## config.mk

```make
export PLATFORM = sky130hd
export DESIGN_NAME = pipelined_mixed_sign_multiplier
export DESIGN_NICKNAME = d
export VERILOG_FILES = /design/src/rtl/mul_pkg.sv /design/src/rtl/mixed_sign_mul_stage.sv /design/src/rtl/pipelined_mixed_sign_multiplier.sv
export SDC_FILE = /design/constraint.sdc
export NUM_CORES = 1
export LEC_CHECK = 0
export ABC_AREA = 0
export BUFFER_PORTS_ARGS = -buffer_cell sky130_fd_sc_hd__buf_4
export CORE_ASPECT_RATIO = 1.4
export CORE_UTILIZATION = 55
export DETAILED_ROUTE_END_ITERATION = 6
export MAX_ROUTING_LAYER = met4
export PLACE_DENSITY = 0.75
export SYNTH_ARGS = -nofsm -noshare
export SYNTH_HDL_FRONTEND = slang
export SYNTH_HIERARCHICAL = 1
export SYNTH_SLANG_ARGS = --single-unit
```

## constraint.sdc

```tcl
create_clock -name clk_i -period 6.44 [get_ports clk_i]
set_input_delay 1.288 -clock clk_i [delete_from_list [all_inputs] [get_ports clk_i]]
set_output_delay 1.288 -clock clk_i [all_outputs]
set_load 0.02 [all_outputs]
```

## src/rtl/mul_pkg.sv

```systemverilog
// Shared types and helpers for the pipelined mixed-sign multiplier.
package mul_pkg;

  typedef struct packed {
    logic signed_A;
    logic signed_B;
  } mul_sign_t;

  // Widest product the negate helper can handle; callers zero-extend then truncate.
  localparam int unsigned MaxWidth = 256;

  function automatic int unsigned calc_stage_bits(input int unsigned data_width,
                                                  input int unsigned depth);
    return data_width / depth;
  endfunction

  function automatic bit is_pow2(input int unsigned v);
    return (v != 0) && ((v & (v - 1)) == 0);
  endfunction

  function automatic logic [MaxWidth-1:0] two_comp_negate(input logic [MaxWidth-1:0] v);
    return ~v + MaxWidth'(1);
  endfunction

endpackage

```

## src/rtl/mixed_sign_mul_stage.sv

```systemverilog
// Combinational shift-add step: consumes P multiplier bits and retires P product bits.
module mixed_sign_mul_stage #(
  parameter int unsigned DATA_WIDTH = 16,
  parameter int unsigned P          = 4
) (
  input  logic [DATA_WIDTH-1:0] i_mag_a,
  input  logic [P-1:0]          i_b_bits,
  input  logic [DATA_WIDTH-1:0] i_pp,
  input  logic                  i_carry,
  output logic [DATA_WIDTH-1:0] o_pp,
  output logic                  o_carry,
  output logic [P-1:0]          o_ret
);

  always_comb begin
    logic [DATA_WIDTH:0] acc;
    logic [DATA_WIDTH:0] sum;
    acc   = {i_carry, i_pp};
    sum   = '0;
    o_ret = '0;
    // acc stays below 2^DATA_WIDTH after each shift, so the sum never overflows.
    for (int j = 0; j < int'(P); j++) begin
      sum      = acc + (i_b_bits[j] ? {1'b0, i_mag_a} : '0);
      o_ret[j] = sum[0];
      acc      = {1'b0, sum[DATA_WIDTH:1]};
    end
    {o_carry, o_pp} = acc;
  end

endmodule

```

## src/rtl/pipelined_mixed_sign_multiplier.sv

```systemverilog
// Pipelined long multiplier with per-operand signedness, valid/ready backpressure,
// synchronous flush and a passthrough tag.
module pipelined_mixed_sign_multiplier
  import mul_pkg::*;
#(
  parameter int unsigned DATA_WIDTH     = 16,
  parameter int unsigned PIPELINE_DEPTH = 4,
  parameter int unsigned TAG_WIDTH      = 4
) (
  input  logic                    clk_i,
  input  logic                    rst_i,
  input  logic                    flush_i,
  input  logic                    valid_i,
  output logic                    ready_o,
  input  logic [DATA_WIDTH-1:0]   operand_A_i,
  input  logic [DATA_WIDTH-1:0]   operand_B_i,
  input  logic                    signed_A_i,
  input  logic                    signed_B_i,
  input  logic [TAG_WIDTH-1:0]    tag_i,
  output logic                    valid_o,
  input  logic                    ready_i,
  output logic [2*DATA_WIDTH-1:0] result_o,
  output logic [TAG_WIDTH-1:0]    tag_o
);

  localparam int unsigned P      = calc_stage_bits(DATA_WIDTH, PIPELINE_DEPTH);
  localparam int unsigned ProdW  = 2 * DATA_WIDTH;
  localparam int unsigned NumMid = PIPELINE_DEPTH - 1;

  if (!is_pow2(DATA_WIDTH) || DATA_WIDTH < 4 || ProdW > MaxWidth) begin : g_bad_width
    $error("DATA_WIDTH must be a power of 2 between 4 and %0d", MaxWidth / 2);
  end
  if (PIPELINE_DEPTH < 2 || PIPELINE_DEPTH > DATA_WIDTH ||
      (DATA_WIDTH % PIPELINE_DEPTH) != 0) begin : g_bad_depth
    $error("PIPELINE_DEPTH must divide DATA_WIDTH and lie in 2..DATA_WIDTH");
  end

  mul_sign_t             w_sign;
  logic                  w_neg_a, w_neg_b, w_advance;
  logic [DATA_WIDTH-1:0] w_mag_a, w_mag_b;
  logic [ProdW-1:0]      w_prod, w_result;

  logic [PIPELINE_DEPTH-1:0] r_valid;
  logic [ProdW-1:0]          r_result;
  logic [TAG_WIDTH-1:0]      r_tag_out;

  // Registers between stage k and stage k+1; the last stage feeds the output register.
  logic [DATA_WIDTH-1:0] r_mag_a [NumMid];
  logic [DATA_WIDTH-1:0] r_mag_b [NumMid];
  logic [DATA_WIDTH-1:0] r_pp    [NumMid];
  logic                  r_carry [NumMid];
  logic [DATA_WIDTH-1:0] r_lo    [NumMid];
  logic                  r_neg   [NumMid];
  logic [TAG_WIDTH-1:0]  r_tag   [NumMid];

  logic [DATA_WIDTH-1:0] w_a_in      [PIPELINE_DEPTH];
  logic [DATA_WIDTH-1:0] w_b_in      [PIPELINE_DEPTH];
  logic [DATA_WIDTH-1:0] w_pp_in     [PIPELINE_DEPTH];
  logic                  w_carry_in  [PIPELINE_DEPTH];
  logic [DATA_WIDTH-1:0] w_lo_in     [PIPELINE_DEPTH];
  logic                  w_neg_in    [PIPELINE_DEPTH];
  logic [TAG_WIDTH-1:0]  w_tag_in    [PIPELINE_DEPTH];
  logic [DATA_WIDTH-1:0] w_pp_out    [PIPELINE_DEPTH];
  logic                  w_carry_out [PIPELINE_DEPTH];
  logic [P-1:0]          w_ret       [PIPELINE_DEPTH];
  logic [DATA_WIDTH-1:0] w_lo_out    [PIPELINE_DEPTH];

  assign w_sign  = '{signed_A: signed_A_i, signed_B: signed_B_i};
  assign w_neg_a = w_sign.signed_A & operand_A_i[DATA_WIDTH-1];
  assign w_neg_b = w_sign.signed_B & operand_B_i[DATA_WIDTH-1];
  assign w_mag_a = w_neg_a ? DATA_WIDTH'(two_comp_negate(MaxWidth'(operand_A_i))) : operand_A_i;
  assign w_mag_b = w_neg_b ? DATA_WIDTH'(two_comp_negate(MaxWidth'(operand_B_i))) : operand_B_i;

  assign w_advance = !valid_o || ready_i;
  assign ready_o   = w_advance;

  for (genvar k = 0; k < PIPELINE_DEPTH; k++) begin : g_stage
    if (k == 0) begin : g_first
      assign w_a_in[k]     = w_mag_a;
      assign w_b_in[k]     = w_mag_b;
      assign w_pp_in[k]    = '0;
      assign w_carry_in[k] = 1'b0;
      assign w_lo_in[k]    = '0;
      assign w_neg_in[k]   = w_neg_a ^ w_neg_b;
      assign w_tag_in[k]   = tag_i;
    end else begin : g_rest
      assign w_a_in[k]     = r_mag_a[k-1];
      assign w_b_in[k]     = r_mag_b[k-1];
      assign w_pp_in[k]    = r_pp[k-1];
      assign w_carry_in[k] = r_carry[k-1];
      assign w_lo_in[k]    = r_lo[k-1];
      assign w_neg_in[k]   = r_neg[k-1];
      assign w_tag_in[k]   = r_tag[k-1];
    end

    mixed_sign_mul_stage #(
      .DATA_WIDTH(DATA_WIDTH),
      .P         (P)
    ) u_stage (
      .i_mag_a (w_a_in[k]),
      .i_b_bits(w_b_in[k][k*P +: P]),
      .i_pp    (w_pp_in[k]),
      .i_carry (w_carry_in[k]),
      .o_pp    (w_pp_out[k]),
      .o_carry (w_carry_out[k]),
      .o_ret   (w_ret[k])
    );

    assign w_lo_out[k] = w_lo_in[k] | (DATA_WIDTH'(w_ret[k]) << (k * P));
  end

  // The final carry is always zero; it falls off the top of the exact 2N-bit product.
  assign w_prod   = ProdW'({w_carry_out[PIPELINE_DEPTH-1], w_pp_out[PIPELINE_DEPTH-1],
                            w_lo_out[PIPELINE_DEPTH-1]});
  assign w_result = w_neg_in[PIPELINE_DEPTH-1] ? ProdW'(two_comp_negate(MaxWidth'(w_prod)))
                                               : w_prod;

  always_ff @(posedge clk_i or posedge rst_i) begin
    if (rst_i) begin
      r_valid <= '0;
    end else if (flush_i) begin
      r_valid <= '0;
    end else if (w_advance) begin
      r_valid <= {r_valid[PIPELINE_DEPTH-2:0], valid_i};
    end
  end

  always_ff @(posedge clk_i or posedge rst_i) begin
    if (rst_i) begin
      for (int k = 0; k < int'(NumMid); k++) begin
        r_mag_a[k] <= '0;
        r_mag_b[k] <= '0;
        r_pp[k]    <= '0;
        r_carry[k] <= 1'b0;
        r_lo[k]    <= '0;
        r_neg[k]   <= 1'b0;
        r_tag[k]   <= '0;
      end
      r_result  <= '0;
      r_tag_out <= '0;
    end else if (w_advance) begin
      for (int k = 0; k < int'(NumMid); k++) begin
        r_mag_a[k] <= w_a_in[k];
        r_mag_b[k] <= w_b_in[k];
        r_pp[k]    <= w_pp_out[k];
        r_carry[k] <= w_carry_out[k];
        r_lo[k]    <= w_lo_out[k];
        r_neg[k]   <= w_neg_in[k];
        r_tag[k]   <= w_tag_in[k];
      end
      r_result  <= w_result;
      r_tag_out <= w_tag_in[PIPELINE_DEPTH-1];
    end
  end

  assign valid_o  = r_valid[PIPELINE_DEPTH-1];
  assign result_o = r_result;
  assign tag_o    = r_tag_out;

endmodule

```

## After elaboration in Yosys (flattened, before gate mapping)

Index checks and enable logic that the tools add are counted.

- Add/sub/neg operators: 18
- Multipliers: 0
- Divide/modulo/power cells: 0
- $lt $le $gt $ge: 0
- Eq/ne operators: 0
- Shift operators: 0
- Mux-type cells: 21
- Bitwise gates (word level): 9
- Reduce and logical (&&, ||, !) cells: 3

Operators by type and width:

| operator | count |
|---|---|
| $mux 16 | 18 |
| $add 16x17->17 | 15 |
| $add 16x1->16 const B | 2 |
| $add 32x1->32 const B | 1 |
| $mux 32 | 1 |
| $not 16->16 | 2 |
| $not 32->32 | 1 |
| $or 16x12->16 | 1 |
| $or 16x16->16 | 1 |
| $mux 4 | 2 |
| $or 4x8->8 | 1 |
| $and 1x1->1 | 2 |
| $reduce_bool 2->1 | 1 |
| $logic_not 1->1 | 1 |
| $logic_or 1x1->1 | 1 |
| $xor 1x1->1 | 1 |

- Flip-flop bits (word level): 235
- Latch bits: 0
- Bits in writable memories: 0
- Memory bits (read-only): 0
- Output and inout bits: 38
- Word-level logic and storage cells: 72
- Memories kept: 0

## Logic depth before layout (Yosys ltp)

- Depth after elaboration: 9
- Mapped depth: 35
- Gate-level depth less buffers: 35

## Modules after synthesis

The synthesis kept the hierarchy.

Modules (own cells, without submodules):

| module | instances | cells an instance | area an instance (um2) | seq. area each (um2) |
|---|---|---|---|---|
| mixed_sign_mul_stage (g_stage[0].u_stage ...) | 3 | 501 | 3559.7 | 0.0 |
| pipelined_mixed_sign_multiplier | 1 | 992 | 8779.7 | 5054.8 |
| mixed_sign_mul_stage (g_stage[3].u_stage) | 1 | 472 | 3395.8 | 0.0 |

## Worst setup path before layout

No wires, ideal clock.

- Path type: input -> register
- From: input port operand_A_i[4]
- To: register r_pp[46] in the netlist's numbering
- Arrival time: 6.452 ns
- Required time: 6.375 ns
- Setup slack: -0.078 ns
- Stages on the path: 29
- Path buffers: 2
- Cell sequence: nor4_2 > nand2_1 > o21ai_0 > xnor2_1 > and2_1 > ha_1 > a211oi_1 > nor2_1 > ha_1 > a21oi_1 > nand2_1 > o21ai_0 > xnor2_1 > ha_1 > buf_6 > a2111oi_4 > o21ai_2 > a41oi_2 > a21oi_2 > xor2_1 > ha_1 > clkbuf_1 > nand2_1 > o21ai_0 > nor2b_1 > o31ai_1 > xor2_1 > nand2_1 > nand2_1

RTL lines:

| element | line | source |
|---|---|---|
| start: declaration | pipelined_mixed_sign_multiplier.sv:15 | `input logic [DATA_WIDTH-1:0] operand_A_i,` |
| end signal: indexed assignment | pipelined_mixed_sign_multiplier.sv:145 | `r_pp[k] <= w_pp_out[k];` |
| end: declaration | pipelined_mixed_sign_multiplier.sv:50 | `logic [DATA_WIDTH-1:0] r_pp [NumMid];` |

==> results.ini <==
[sta]
relSlewSlack=0.299
post-route-min-period_ns=6.46
slew_viol_final=0
rsz0062_at_grt=true
fmax_ghz=0.155
whs_ns=0.465
final_hold_viol_count=0
worst_pin_slew_ns=1.05
setup_viol=1
setup_slack_ns=-0.0248
fin_crit_sh=1.00
finalClockSkew_ns=0.0192

[place]
post-place-cells=3740
gp_congestion=0.953
numPortBuffers=80
hpwlAfterDp_mm=48.2

[global_route]
grt_pass1_vias=22000
grt_max_degree=172
grt_usage=0.292
grt_overflow_total=0
grt_pass1_wl_mm=101
antenna_found_initial=1

[synth]
synth.avg_cell_area_um2=7.70
synthCells=2965
synth_area_um2=22800
ys_warn_count=6

[status]
failed_checks=negative setup slack
status=finished with violations

[die]
initial_core_util=0.556
die_y_um=243
core_area_um2=41100
design.portCount=81
die_area_um2=42400
rows=88
chipWidth_um=174

[critical_path]
startpoint_type=register
r2r_end=result_o[30]$_DFFE_PP0P_
worst_setup_path_end_kind=register
critPathRequiredTime_ns=6.82
r2r_start=r_mag_b[12]$_DFFE_PP0P_
crit_fanout=9
crit_family=simple AND/OR/NAND/NOR gates
crit_arrival_ns=6.85
rrSetupSlack_ns=-0.02
criticalPathCategory=reg2reg
cp_num_buf_inv=3
reg2reg_depth=32
crit_slowest_cell=or4b_4
slowest_delay_ns=0.48

[clock_tree]
root_buffer=clkbuf_16
clk_pin_slew_ns=0.06
htreeDepth=1
worstSkewPairLatency_ns=0.53
numCtsBuffers=23
cts_sinks=202
clk_path_buf_depth=3
cts_tree=built
holdBufCountCts=0

[layout]
area_growth_pct=18.0
finalNonFillerCells=3798
drive_gt1_frac=0.160
nets=3559

[route]
wirelength_mm=60.4
drc_errors=0
routed-via-count=21900
dr.pass1.iters=7
antenna_left=0
drtIter0Drc=1194
viasPerCell=5.78
wire_per_inst_um=15.9

[worst_hold_path]
holdCritPathClass=reg2reg
hp-start=r_lo[32]$_DFFE_PP0P_
min_to=r_lo[32]$_DFFE_PP0P_
min_path_cells=2

[run]
drv_cap=0

placed cells by master (no fill, tap or decap), types with 8 or more instances in the layout:
cell type	count
a211o_1	11
a211oi_1	40
a211oi_2	10
a21o_1	108
a21oi_1	166
a21oi_2	22
a31oi_1	40
a41oi_1	8
and2_1	249
and3_1	9
buf_4	341
clkbuf_16	23
conb_1	21
dfrtp_1	202
fa_1	15
ha_1	251
inv_1	88
mux2_2	10
nand2_1	577
nand2b_1	32
nand3_1	35
nand4_1	40
nor2_1	202
nor2b_1	30
nor3_1	28
o211ai_1	14
o21a_1	33
o21ai_0	145
o21ai_1	28
o21bai_1	18
o31ai_1	20
xnor2_1	149
xor2_1	86
worst max-delay path by stage:
stage / start / end / slack, ns / cells past startpoint
floorplan: operand_A_i[4] / r_pp[46]$_DFFE_PP0P_ / 0.03 / 29
global placement: operand_A_i[4] / r_pp[46]$_DFFE_PP0P_ / -0.24 / 31
detailed placement: operand_A_i[4] / r_pp[46]$_DFFE_PP0P_ / -0.39 / 30
CTS: r_mag_b[12]$_DFFE_PP0P_ / result_o[30]$_DFFE_PP0P_ / 0.004 / 32
global route: r_mag_b[12]$_DFFE_PP0P_ / result_o[30]$_DFFE_PP0P_ / -0.42 / 36
finish: r_mag_b[12]$_DFFE_PP0P_ / result_o[30]$_DFFE_PP0P_ / -0.02 / 32
tightest hold or removal path: stages, from the launching register on:
cell     delay, ns
dfrtp_1       0.34
nand2_1       0.05
nand2_1       0.05
stage by stage:
stage	util	worst slack (ns)	cell area [um2]	setup TNS, ns
2_1_floorplan	-	0.0252	22900	0
3_3_place_gp	0.623	-0.245	25600	-1.41
3_5_place_dp	0.623	-0.391	25600	-2.54
4_1_cts	0.649	0.00423	26700	0
5_1_grt	0.656	-0.425	27000	-1.77
6_report	0.656	-0.0248	27000	-0.0248
state kept, by name (all words and copies together), names as in the netlist:
name / cells
r_mag_a: 48
r_lo: 24
result_o: 32
r_neg: 3
r_tag: 12
tag_o: 4
r_mag_b: 24
r_valid: 4
r_pp: 48
r_carry: 3
routing by layer:
metal / GRT usage / vias up / share of wire
met1: 0.298 / 10500 / 0.39
li1: - / 10900 / -
met2: 0.567 / 368 / 0.55
met5: - / - / 0
met3: 0.0188 / 155 / 0.021
met4: 0.123 / 0 / 0.040
area by class of cell:
class	count	area [um2]
sequential	202	5050
tap	540	676
timing repair buffer	343	2590
inverter	91	350
clock inverter	9	184
fill	3598	14100
clock buffer	32	639
multi-input combinational	2580	17500
antenna	1	2.50
what timing repair did:
action | CTS | global route
pin swaps | 25 | 26
resized for setup | 29 | 77
setup buffers | 11 | 5
endpoints found under the setup margin | 5 | 21
Power is left out: the tool's default activity adds up to more than one toggle a clock period on the data nets, which glitch-free logic cannot reach.
